**src/rtl/riscv_fetch_pkg.sv**
```systemverilog
// Shared defaults, the queue entry layout and width helpers for the fetch front end.
package riscv_fetch_pkg;

  localparam int          XLEN_DEF     = 32;
  localparam logic [31:0] PC_RESET_DEF = 32'h0000_2000;
  localparam logic [31:0] NOP_INST_DEF = 32'h0000_0013;

  typedef struct packed {
    logic [XLEN_DEF-1:0] inst;
    logic [XLEN_DEF-1:0] pc;
  } fetch_entry_t;

  // Width needed to hold an entry count of 0..depth inclusive.
  function automatic int occ_w(input int depth);
    return $clog2(depth + 1);
  endfunction

endpackage

```
**src/rtl/fetch_fifo.sv**
```systemverilog
// Synchronous FIFO of fetch entries with flush; pointers wrap modulo DEPTH.
module fetch_fifo
  import riscv_fetch_pkg::*;
#(
  parameter int DEPTH = 4,
  parameter int WIDTH = $bits(fetch_entry_t),
  localparam int CNT_W = occ_w(DEPTH),
  localparam int PTR_W = $clog2(DEPTH)
) (
  input  logic             clk,
  input  logic             rst,
  input  logic             push,
  input  logic [WIDTH-1:0] push_data,
  input  logic             pop,
  input  logic             flush,
  output logic [WIDTH-1:0] head,
  output logic [CNT_W-1:0] count,
  output logic             empty,
  output logic             full
);

  logic [WIDTH-1:0] mem [DEPTH];
  logic [PTR_W-1:0] rd_ptr;
  logic [PTR_W-1:0] wr_ptr;
  logic             do_push;
  logic             do_pop;

  function automatic logic [PTR_W-1:0] bump(input logic [PTR_W-1:0] p);
    return (p == PTR_W'(DEPTH - 1)) ? '0 : p + 1'b1;
  endfunction

  assign empty   = (count == '0);
  assign full    = (count == CNT_W'(DEPTH));
  assign do_pop  = pop && !empty && !flush;
  assign do_push = push && !full && !flush;
  assign head    = mem[rd_ptr];

  always_ff @(posedge clk or posedge rst) begin
    if (rst) begin
      rd_ptr <= '0;
      wr_ptr <= '0;
      count  <= '0;
    end else if (flush) begin
      rd_ptr <= '0;
      wr_ptr <= '0;
      count  <= '0;
    end else begin
      if (do_push) wr_ptr <= bump(wr_ptr);
      if (do_pop)  rd_ptr <= bump(rd_ptr);
      count <= count + CNT_W'(do_push) - CNT_W'(do_pop);
    end
  end

  always_ff @(posedge clk) begin
    if (do_push) mem[wr_ptr] <= push_data;
  end

endmodule

```
**src/rtl/riscv_fetch_queue.sv**
```systemverilog
// Fetch front end: owns the PC, issues one icache read per cycle under a credit
// limit, and buffers returned words for decode; redirects flush and squash.
module riscv_fetch_queue
  import riscv_fetch_pkg::*;
#(
  parameter int              XLEN     = 32,
  parameter int              DEPTH    = 4,
  parameter logic [XLEN-1:0] PC_RESET = XLEN'(PC_RESET_DEF),
  parameter logic [XLEN-1:0] NOP_INST = XLEN'(NOP_INST_DEF),
  localparam int             OCC_W    = occ_w(DEPTH)
) (
  input  logic             clk,
  input  logic             reset,
  output logic [XLEN-1:0]  icache_addr,
  output logic             icache_re,
  input  logic [XLEN-1:0]  icache_dout,
  input  logic             stall,
  input  logic             redirect_valid,
  input  logic [XLEN-1:0]  redirect_pc,
  output logic             inst_valid,
  input  logic             inst_ready,
  output logic [XLEN-1:0]  inst,
  output logic [XLEN-1:0]  inst_pc,
  output logic [OCC_W-1:0] occupancy
);

  localparam int EW = 2 * XLEN;

  logic [XLEN-1:0] pc;
  logic [XLEN-1:0] req_pc;
  logic [XLEN-1:0] target;
  logic            inflight;
  logic            drop;
  logic            accept;
  logic            respond;
  logic            push;
  logic            pop;
  logic            empty;
  logic            full;
  logic [EW-1:0]   head;

  assign target      = {redirect_pc[XLEN-1:2], 2'b00};
  assign icache_addr = redirect_valid ? target : pc;

  // Credit: a request is only issued if its response is guaranteed a slot.
  assign icache_re = !reset && ((int'(occupancy) + int'(inflight)) < DEPTH);

  assign accept  = icache_re && !stall;
  assign respond = inflight && !stall;
  assign push    = respond && !drop && !redirect_valid;
  assign pop     = inst_valid && inst_ready;

  assign inst_valid = !empty;
  assign inst       = inst_valid ? head[EW-1:XLEN] : NOP_INST;
  assign inst_pc    = inst_valid ? head[XLEN-1:0]  : '0;

  always_ff @(posedge clk or posedge reset) begin
    if (reset) begin
      pc       <= PC_RESET;
      req_pc   <= '0;
      inflight <= 1'b0;
      drop     <= 1'b0;
    end else begin
      if (accept) begin
        pc     <= icache_addr + XLEN'(4);
        req_pc <= icache_addr;
      end else if (redirect_valid) begin
        pc <= target;
      end

      if (accept)       inflight <= 1'b1;
      else if (respond) inflight <= 1'b0;

      // A redirect during stall cannot squash the pending word at this edge,
      // so mark it to be discarded when it finally returns.
      if (redirect_valid && stall && inflight) drop <= 1'b1;
      else if (respond)                        drop <= 1'b0;
    end
  end

  fetch_fifo #(
    .DEPTH (DEPTH),
    .WIDTH (EW)
  ) u_fifo (
    .clk       (clk),
    .rst       (reset),
    .push      (push),
    .push_data ({icache_dout, req_pc}),
    .pop       (pop),
    .flush     (redirect_valid),
    .head      (head),
    .count     (occupancy),
    .empty     (empty),
    .full      (full)
  );

  a_no_overflow : assert property (@(posedge clk) disable iff (reset)
    !(push && full && !redirect_valid));

endmodule
```
**config.mk**
```make
export PLATFORM = sky130hd
export DESIGN_NAME = riscv_fetch_queue
export DESIGN_NICKNAME = d
export VERILOG_FILES = /design/src/rtl/riscv_fetch_pkg.sv /design/src/rtl/fetch_fifo.sv /design/src/rtl/riscv_fetch_queue.sv
export SDC_FILE = /design/constraint.sdc
export NUM_CORES = 1
export LEC_CHECK = 0
export CORE_MARGIN = 1
export CORE_UTILIZATION = 35
export DETAILED_ROUTE_END_ITERATION = 12
export PLACE_DENSITY_LB_ADDON = 0.12
export REMOVE_ABC_BUFFERS = 1
export SLEW_MARGIN = 10
export SYNTH_ARGS = -nofsm -noshare
export SYNTH_HDL_FRONTEND = slang
export SYNTH_SLANG_ARGS = --single-unit
```
**constraint.sdc**
```tcl
create_clock -name clk -period 4.8 [get_ports clk]
set_clock_uncertainty 0.15 [all_clocks]
set_input_delay 1.44 -clock clk [delete_from_list [all_inputs] [get_ports clk]]
set_output_delay 1.44 -clock clk [all_outputs]
set_load 0.01 [all_outputs]
```
==> metrics.cfg <==
[global_routing]
grt_pass1_vias = 7506
grt_use_met1_pct = 22.41
antenna_found_initial = 0
met2_usage_pct = 25.83
met3_usage_pct = 2.971
overflow = 0
track_usage_pct = 16.04
grt_max_degree = 65
grt_first_pass_wirelength_um = 46330
grt.busiest_layer = met2

[power]
leakage_nw = 5.763
power_density_mw_per_mm2 = 468.7
power_w = 0.007948
ir_worst_vdd_uv = 228.0

[min_path]
hold_path_class = flop to flop
hold_start = req_pc[0]
worstHoldEndpoint = u_fifo.mem[1][0]
worst_hold_path.num_cells = 0

[cts]
post-cts-setup-buffers = 0
cts_resized = 0
cts_tree = done
cts-hold-fix-buffers = 0
cts_buffer_depth = 3
cts_made_buffers = 37
htreeDepth = 2
clkSlewWorstSetupHoldPaths_ps = 60
cts-root-buf = clkbuf_16
clock_sinks = 329
clk_latency_ps = 510

[flow_run]
maxCapViolations = 0

[yosys]
avgSynthCellArea_sq_um = 18.08
mappedNetlistArea_sq_mm = 0.01334
async_flop_share_pct = 22.19
synth_edf_count = 256
synth.area.top_cells = edfxtp_1, dfrtp_1, mux4_2
ys_warn_count = 0
synth_top_area_cell = edfxtp_1
yosysSeqAreaShare_pct = 71.31
yosys_register_bits = 329
syn_inst = 738
synth_top_area_share_pct = 57.61
ys_types = 49
synth_ff_type = edfxtp_1

[layout]
final_cells = 1473
nets = 1011
layout-drive-gt1-share_pct = 20.27
n_antenna_cell = 0
layout_common_cells = edfxtp_1, clkdlybuf4s50_1, dfrtp_1
area_growth_pct = 27.09
num-fill-cells = 3361
layout_commonest_cell = edfxtp_1

[route]
drt_iter0_drc = 259
routed-via-count = 7011
drcViolationCount = 0
dr.pass1.iters = 4
ant_nets = 0
drt_wl_total_um = 30300
drt-vias-per-instance = 4.760
wl_per_cell_um = 20.57

[setup_path]
max_stage_delay_ps = 490
path_class = primary input to output port
crit_chain = clkdlybuf4s50_1, a21oi_1, inv_1, clkdlybuf4s50_1
crit_top_cell = clkdlybuf4s50_1
r2r_start = u_fifo.count[1]
critPathCaptureType = output port
slowest_stage = clkdlybuf4s50_1
crit_path_start_kind = primary input
r2r_end = u_fifo.count[2]
arrival_ps = 2820
cp_max_fo = 3
reg2reg_slack_ps = 1920
cp.required_ps = 3210
worstRegToRegCells = 12

[die]
rows = 71
initial_core_util_pct = 35.51
core_sq_mm = 0.03758
die_width_um = 197.3
die_h_um = 197.3
ios = 170
die_area_sq_mm = 0.03891

[placement]
gp_congestion = 0.6971
dp_cells = 1405
dp_hpwl_um = 18160
port_buffers = 167

[timing]
hold_viol_final = 0
relSlewSlack_pct = 45.93
fmax_ghz = 0.2267
min_period_ps = 4410
holdWs_ps = 361.9
worst_slew_pin_slew_ps = 811.1
setup_viol = 0
post-route-period-util_pct = 91.88
drv_slew = 0
rsz0062_at_grt = no

[outcome]
status = complete, no violations

==> area by class of cell <==
class                   count  area, sq um  area share, %
clock buffers              49         1023          6.036
clock inverters            19        86.33         0.5091
inverters                  22        83.83         0.4944
multi-input cells         352         3592          21.18
flip-flops and latches    329         9523          56.16
well taps                 511        639.4          3.770
repair buffers            191         2009          11.85
==> per-layer routing <==
| metal | wire length (um) | vias to the layer above |
|---|---|---|
| met3 | 1372 | 39 |
| met1 | 14000 | 3592 |
| met2 | 14390 | 168 |
| met4 | 542 | 0 |
| li1 | - | 3212 |
| met5 | 0 | - |
==> power by group <==
group	switching [W]	internal [W]	total [W]
Clock	0.00108	0.00150	0.00258
Sequential	0.000176	0.00338	0.00355
Combinational	0.000820	0.000999	0.00182
==> cells by family after synthesis <==
family	synth area share (%)
AO/OA/AOI/OAI	1.875
XOR/XNOR	2.035
adder cells (fa/ha/maj)	0.9003
buffers and inverters	1.875
flip-flops	71.31
multiplexers	14.51
AND/OR/NAND/NOR	7.492
==> sequential cells by signal, summed over array words and instances, names as in the netlist <==
name and count:
u_fifo.wr_ptr 2, drop 1, inflight 1, pc 32, u_fifo.count 3, u_fifo.rd_ptr 2, u_fifo.mem 256, req_pc 32
==> synthesized netlist by cell type (2+ instances only) <==
master	n
a32o_1	3
nor4_2	5
or2_2	3
mux2_2	35
nor4_1	2
mux2i_1	10
xor2_1	11
xnor2_1	20
a21o_1	2
dfrtp_1	72
nand3b_1	4
buf_2	11
and3_1	4
and2_1	66
nand2b_1	2
mux4_2	64
a22oi_1	2
ha_1	8
nand4_1	4
a21oi_1	22
buf_6	3
nand3_1	14
nor3_1	6
nor2_1	23
buf_1	3
nor2b_1	6
clkbuf_1	18
edfxtp_1	256
nand2_1	18
inv_1	21
nand4b_1	2
==> metrics by stage <==
step / setup slack (ps) / instance area (sq um) / setup TNS (ps) / utilization, %
after floorplan: -362.1 / 13180 / -24410 / -
after global placement: 353.0 / 15850 / 0 / 42.17
after detailed placement: 355.9 / 15850 / 0 / 42.17
after CTS: 354.1 / 16960 / 0 / 45.13
after global routing: 293.2 / 16960 / 0 / 45.13
final: 389.8 / 16960 / 0 / 45.13
==> critical path, delay by kind of cell <==
kind	cells	cell delay, ps
AOI/OAI and AO/OA	1	310
buffers and inverters	3	1060
==> worst max-delay path by stage <==
stage / endpoint / cells past startpoint / slack, ps / start
2_1_floorplan: pc[3] / 2 / -360 / stall
3_3_place_gp: icache_addr[16] / 4 / 350 / redirect_pc[16]
3_5_place_dp: icache_addr[16] / 4 / 360 / redirect_pc[16]
4_1_cts: icache_addr[16] / 4 / 350 / redirect_pc[16]
5_1_grt: icache_addr[4] / 5 / 290 / redirect_valid
6_report: icache_addr[16] / 4 / 390 / redirect_pc[16]
(Power assumes the default switching activity.)
==> variant 1, RTL diff (same settings) <==
Reset style: synchronous (`reset` and `rst`), changed in 2 clocked blocks.
--- a/src/rtl/fetch_fifo.sv
+++ b/src/rtl/fetch_fifo.sv
@@ -36,5 +36,5 @@
   assign head    = mem[rd_ptr];
 
-  always_ff @(posedge clk or posedge rst) begin
+  always_ff @(posedge clk) begin
     if (rst) begin
       rd_ptr <= '0;
--- a/src/rtl/riscv_fetch_queue.sv
+++ b/src/rtl/riscv_fetch_queue.sv
@@ -55,5 +55,5 @@
   assign inst_pc    = inst_valid ? head[XLEN-1:0]  : '0;
 
-  always_ff @(posedge clk or posedge reset) begin
+  always_ff @(posedge clk) begin
     if (reset) begin
       pc       <= PC_RESET;
Function: differs if reset is asserted again (counterexample within 4 cycles, from zero or initial values and one cycle with reset high); with reset held inactive, the same outputs for 4 cycles.
==> variant 1 against the original RTL <==
  * Setup slack got worse by 0.11 ns
  * Final cell count increased by 7.3%
  * Area after synthesis increased by 0.44%
  * Global-route usage increased by 0.17 points
  * Cell area increased by 0.41%
  * Highest routed layer unchanged
  * Sequential cell count increased by 2
  * Synthesized cell count increased by 15%
  * Sequential share of layout area decreased by 2.1 points
  * Critical path depth increased by 1
  * Routed wire length increased by 3.2%
Power is not compared: it rests on default switching activity, and its combinational part moved more than twofold at a synthesized area within 25%.
==> variant 1: results (changes against the original RTL) <==
synthesis:
  synth_adder_area_share_pct: 0.896  # -0.0040 points
  synth_cell_types: 57  # +16%
  area_fraction_in_compound_gates_after_synthesis_pct: 4.13  # +2.3 points
  xor_xnor_fraction_of_synth_area_pct: 0.588  # -1.4 points
placement:
  place_area_mm2: 0.0159  # +0.46%
  setup_slack_placement_ns: 0.376  # +0.0200 ns
  post-place-cells: 1517  # +8.0%
  place.detailed.hpwl_um: 20300  # +12%
global_route:
  grt_first_pass_wirelength_um: 47800  # +3.2%
  vias_in_the_first_global_route: 7987  # +6.4%
  globalRouteTotalUtil_pct: 16.2  # +0.17 points
min_path:
  whs_path_depth: 1  # +1
  holdPathEnd: "pc[0]"
cells_and_area:
  finalNetCount: 1123  # +11%
  layout-drive-gt1-share_pct: 18.1  # -2.2 points
  post-route-util_pct: 45.2  # +0.080 points
  final_cells: 1580  # +7.3%
  num-fill-cells: 3404  # +1.3%
outcome:
  outcome: "complete, no violations"
timing:
  worst_hold_check_slack_ns: 0.303  # -0.0584 ns
critical_path:
  timing.setup.critical_path_class: "reg -> out"
  ff2ff_setup_slack_ns: 1.99  # +0.07 ns
  crit-reg2reg-launch: "u_fifo.count[1]"
routing:
  detailroute.wirelength.met3_um: 1520  # +11%
  initialDrtViolationCount: 336  # +30%
  route.layer.met1.wl_um: 14900  # +6.7%
  post_drt_via_cell_ratio: 4.91  # +3.2%
  routed-wl-met2_um: 14300  # -0.90%
## variant 1: changes by cell type in the layout (fill, tap and decap cells not counted), moves of 9 or more
cell	before	now
sky130_fd_sc_hd__a211oi_1	0	20
sky130_fd_sc_hd__buf_4	11	27
sky130_fd_sc_hd__dfrtp_1	70	0
sky130_fd_sc_hd__dfxtp_1	0	73
sky130_fd_sc_hd__mux2_2	35	11
sky130_fd_sc_hd__mux2i_1	10	19
sky130_fd_sc_hd__nand4_1	4	14
sky130_fd_sc_hd__nor2_1	23	69
sky130_fd_sc_hd__nor3_1	5	26
sky130_fd_sc_hd__xnor2_1	20	7
sky130_fd_sc_hd__xor2_1	11	2
## variant 1: final cells by class
| cell class | instances | share of cell area, % |
|---|---|---|
| clock buffer | 42 | 5.61 |
| clock inverter | 21 | 0.896 |
| inverter | 22 | 0.485 |
| multi-input combinational | 449 | 23.1 |
| sequential | 331 | 54.0 |
| tap | 511 | 3.75 |
| timing repair buffer | 204 | 12.1 |
## variant 1: worst max-delay path by stage
stage / to / slack, ns / cells past startpoint
after CTS: inst_pc[10] / 0.09 / 5
after global placement: icache_addr[26] / 0.36 / 4
after detailed placement: icache_addr[26] / 0.38 / 4
after global routing: inst_pc[28] / 0.02 / 5
after floorplan: inst[0] / -0.47 / 2
final: inst_pc[29] / 0.28 / 5
## variant 1: per-layer routing
layer  up-vias  global-route usage [%]
li1       3658                       -
met1      3876                    22.8
met2       183                    25.7
met3        45                    3.21
met4         0                    4.11
met5         -                       0
## variant 1: power by group through the flow
stage | clock [uW] | combinational [uW] | sequential (uW)
global placement | 0 | 343 | 3220
finish | 2610 | 340 | 3160
detailed placement | 0 | 344 | 3220
global route | 2790 | 372 | 3160
CTS | 2690 | 346 | 3160
floorplan | 0 | 136 | 3210
==> variant 2, RTL diff (same settings) <==
Without the edit above. Set the parameter `XLEN` to 64 (it was 32).
--- a/src/rtl/riscv_fetch_queue.sv
+++ b/src/rtl/riscv_fetch_queue.sv
@@ -4,5 +4,5 @@
   import riscv_fetch_pkg::*;
 #(
-  parameter int              XLEN     = 32,
+  parameter int              XLEN     = 64,
   parameter int              DEPTH    = 4,
   parameter logic [XLEN-1:0] PC_RESET = XLEN'(PC_RESET_DEF),
Ports: changed (5 resized); port bits go from 170 to 330. The function was not compared with the original's and may differ.
==> variant 2 against the original RTL <==
  * Power rose by 100%
  * Cell area rose by 100%
  * Critical endpoint is now icache_addr[17]
  * Die area rose by 98%
  * Routed wire length rose by 130%
  * Via count grew 110%
  * Largest cell class unchanged
  * Sequential cell count grew 320
  * Area after synthesis grew 99%
  * Setup slack lost 0.29 ns
==> variant 2: results (changes against the original RTL) <==
clocking:
  cts-htree-levels: 3  # +1
  clkLatencyLatePin_ns: 0.60  # +0.09 ns
  cts_inserted_buffers: 74  # +100%
global_route:
  globalRouteMet1Util_pct: 23.3  # +0.91 points
  grt.met3_usage_pct: 3.97  # +1.0 points
  grt_use_met2_pct: 30.4  # +4.6 points
  globalRouteTotalUtil_pct: 18.0  # +1.9 points
  vias_in_the_first_global_route: 15900  # +110%
cells_and_area:
  final_cells: 3037  # +110%
  buffer_area_share_pct: 12.6  # +0.80 points
  num-fill-cells: 6601  # +96%
  final.signal_inverter_count: 51  # +130%
  clockBufferCount: 102  # +110%
  area_delta_synth_final_pct: 29.0
  clock_cell_area_share_pct: 7.27  # +0.72 points
  finalNetCount: 2150  # +110%
  flops_and_latches: 649  # +97%
  multiInputCombCellCount: 807  # +130%
  seq_share_pct: 54.8  # -1.3 points
power:
  powerClk_uw: 5740  # +120%
  power_combinational_uw: 3480  # +91%
  switchingPower_uw: 4180  # +100%
  pwr_density_cell_mw_per_mm2: 471  # +0.48%
  cellLeakagePower_uw: 0.0119  # +110%
synthesis:
  xor_xnor_fraction_of_synth_area_pct: 2.04  # +0.0056 points
  syn-cell-area_mm2: 0.0266  # +99%
  synth_adder_area_share_pct: 0.498  # -0.40 points
  async_flop_share_pct: 21.1  # -1.1 points
  area_fraction_in_compound_gates_after_synthesis_pct: 2.39  # +0.51 points
routing:
  initialDrtViolationCount: 793  # +210%
  postRouteWirelength_um: 69200  # +130%
  post_drt_via_cell_ratio: 4.96  # +4.1%
  detailroute.wirelength.met3_um: 3610  # +160%
  highest_layer: "met5"
outcome:
  outcome: "complete, no violations"
placement:
  post-place-cells: 2900  # +110%
  last_weighted_congestion_value_of_the_routability_driven_placer: 0.792  # +14%
  place_area_mm2: 0.0318  # +100%
  place.detailed.hpwl_um: 44400  # +140%
  setup_slack_placement_ns: 0.116  # -0.240 ns
timing:
  maxClockFrequency_mhz: 213  # -6.2%
  worstMarginPinSlew_ns: 0.851  # +0.0400 ns
critical_path:
  max_stage_delay_ns: 0.57  # +0.08 ns
## variant 2: changes by cell type after synthesis, moves of 35 or more
cell | unedited run | this run
sky130_fd_sc_hd__nand2_1 | 18 | 150
sky130_fd_sc_hd__dfrtp_1 | 72 | 136
sky130_fd_sc_hd__xnor2_1 | 20 | 55
sky130_fd_sc_hd__mux4_2 | 64 | 128
sky130_fd_sc_hd__and2_1 | 66 | 133
sky130_fd_sc_hd__edfxtp_1 | 256 | 512
sky130_fd_sc_hd__o21ai_0 | 1 | 45
## variant 2: path summary, 6_finish.rpt
path                                      start                end  slack, ns  cells after the start
max in group asynchronous                 reset             pc[13]       2.22                      3
worst max-delay path             redirect_valid    icache_addr[17]        0.1                      4
worst min register to register       req_pc[16]  u_fifo.mem[1][16]       0.36                      0
worst min-delay path                 req_pc[16]  u_fifo.mem[1][16]       0.36                      0
worst max register to register  u_fifo.count[1]             pc[63]       1.89                      8
min in group asynchronous                 reset    u_fifo.count[1]       1.48                      2
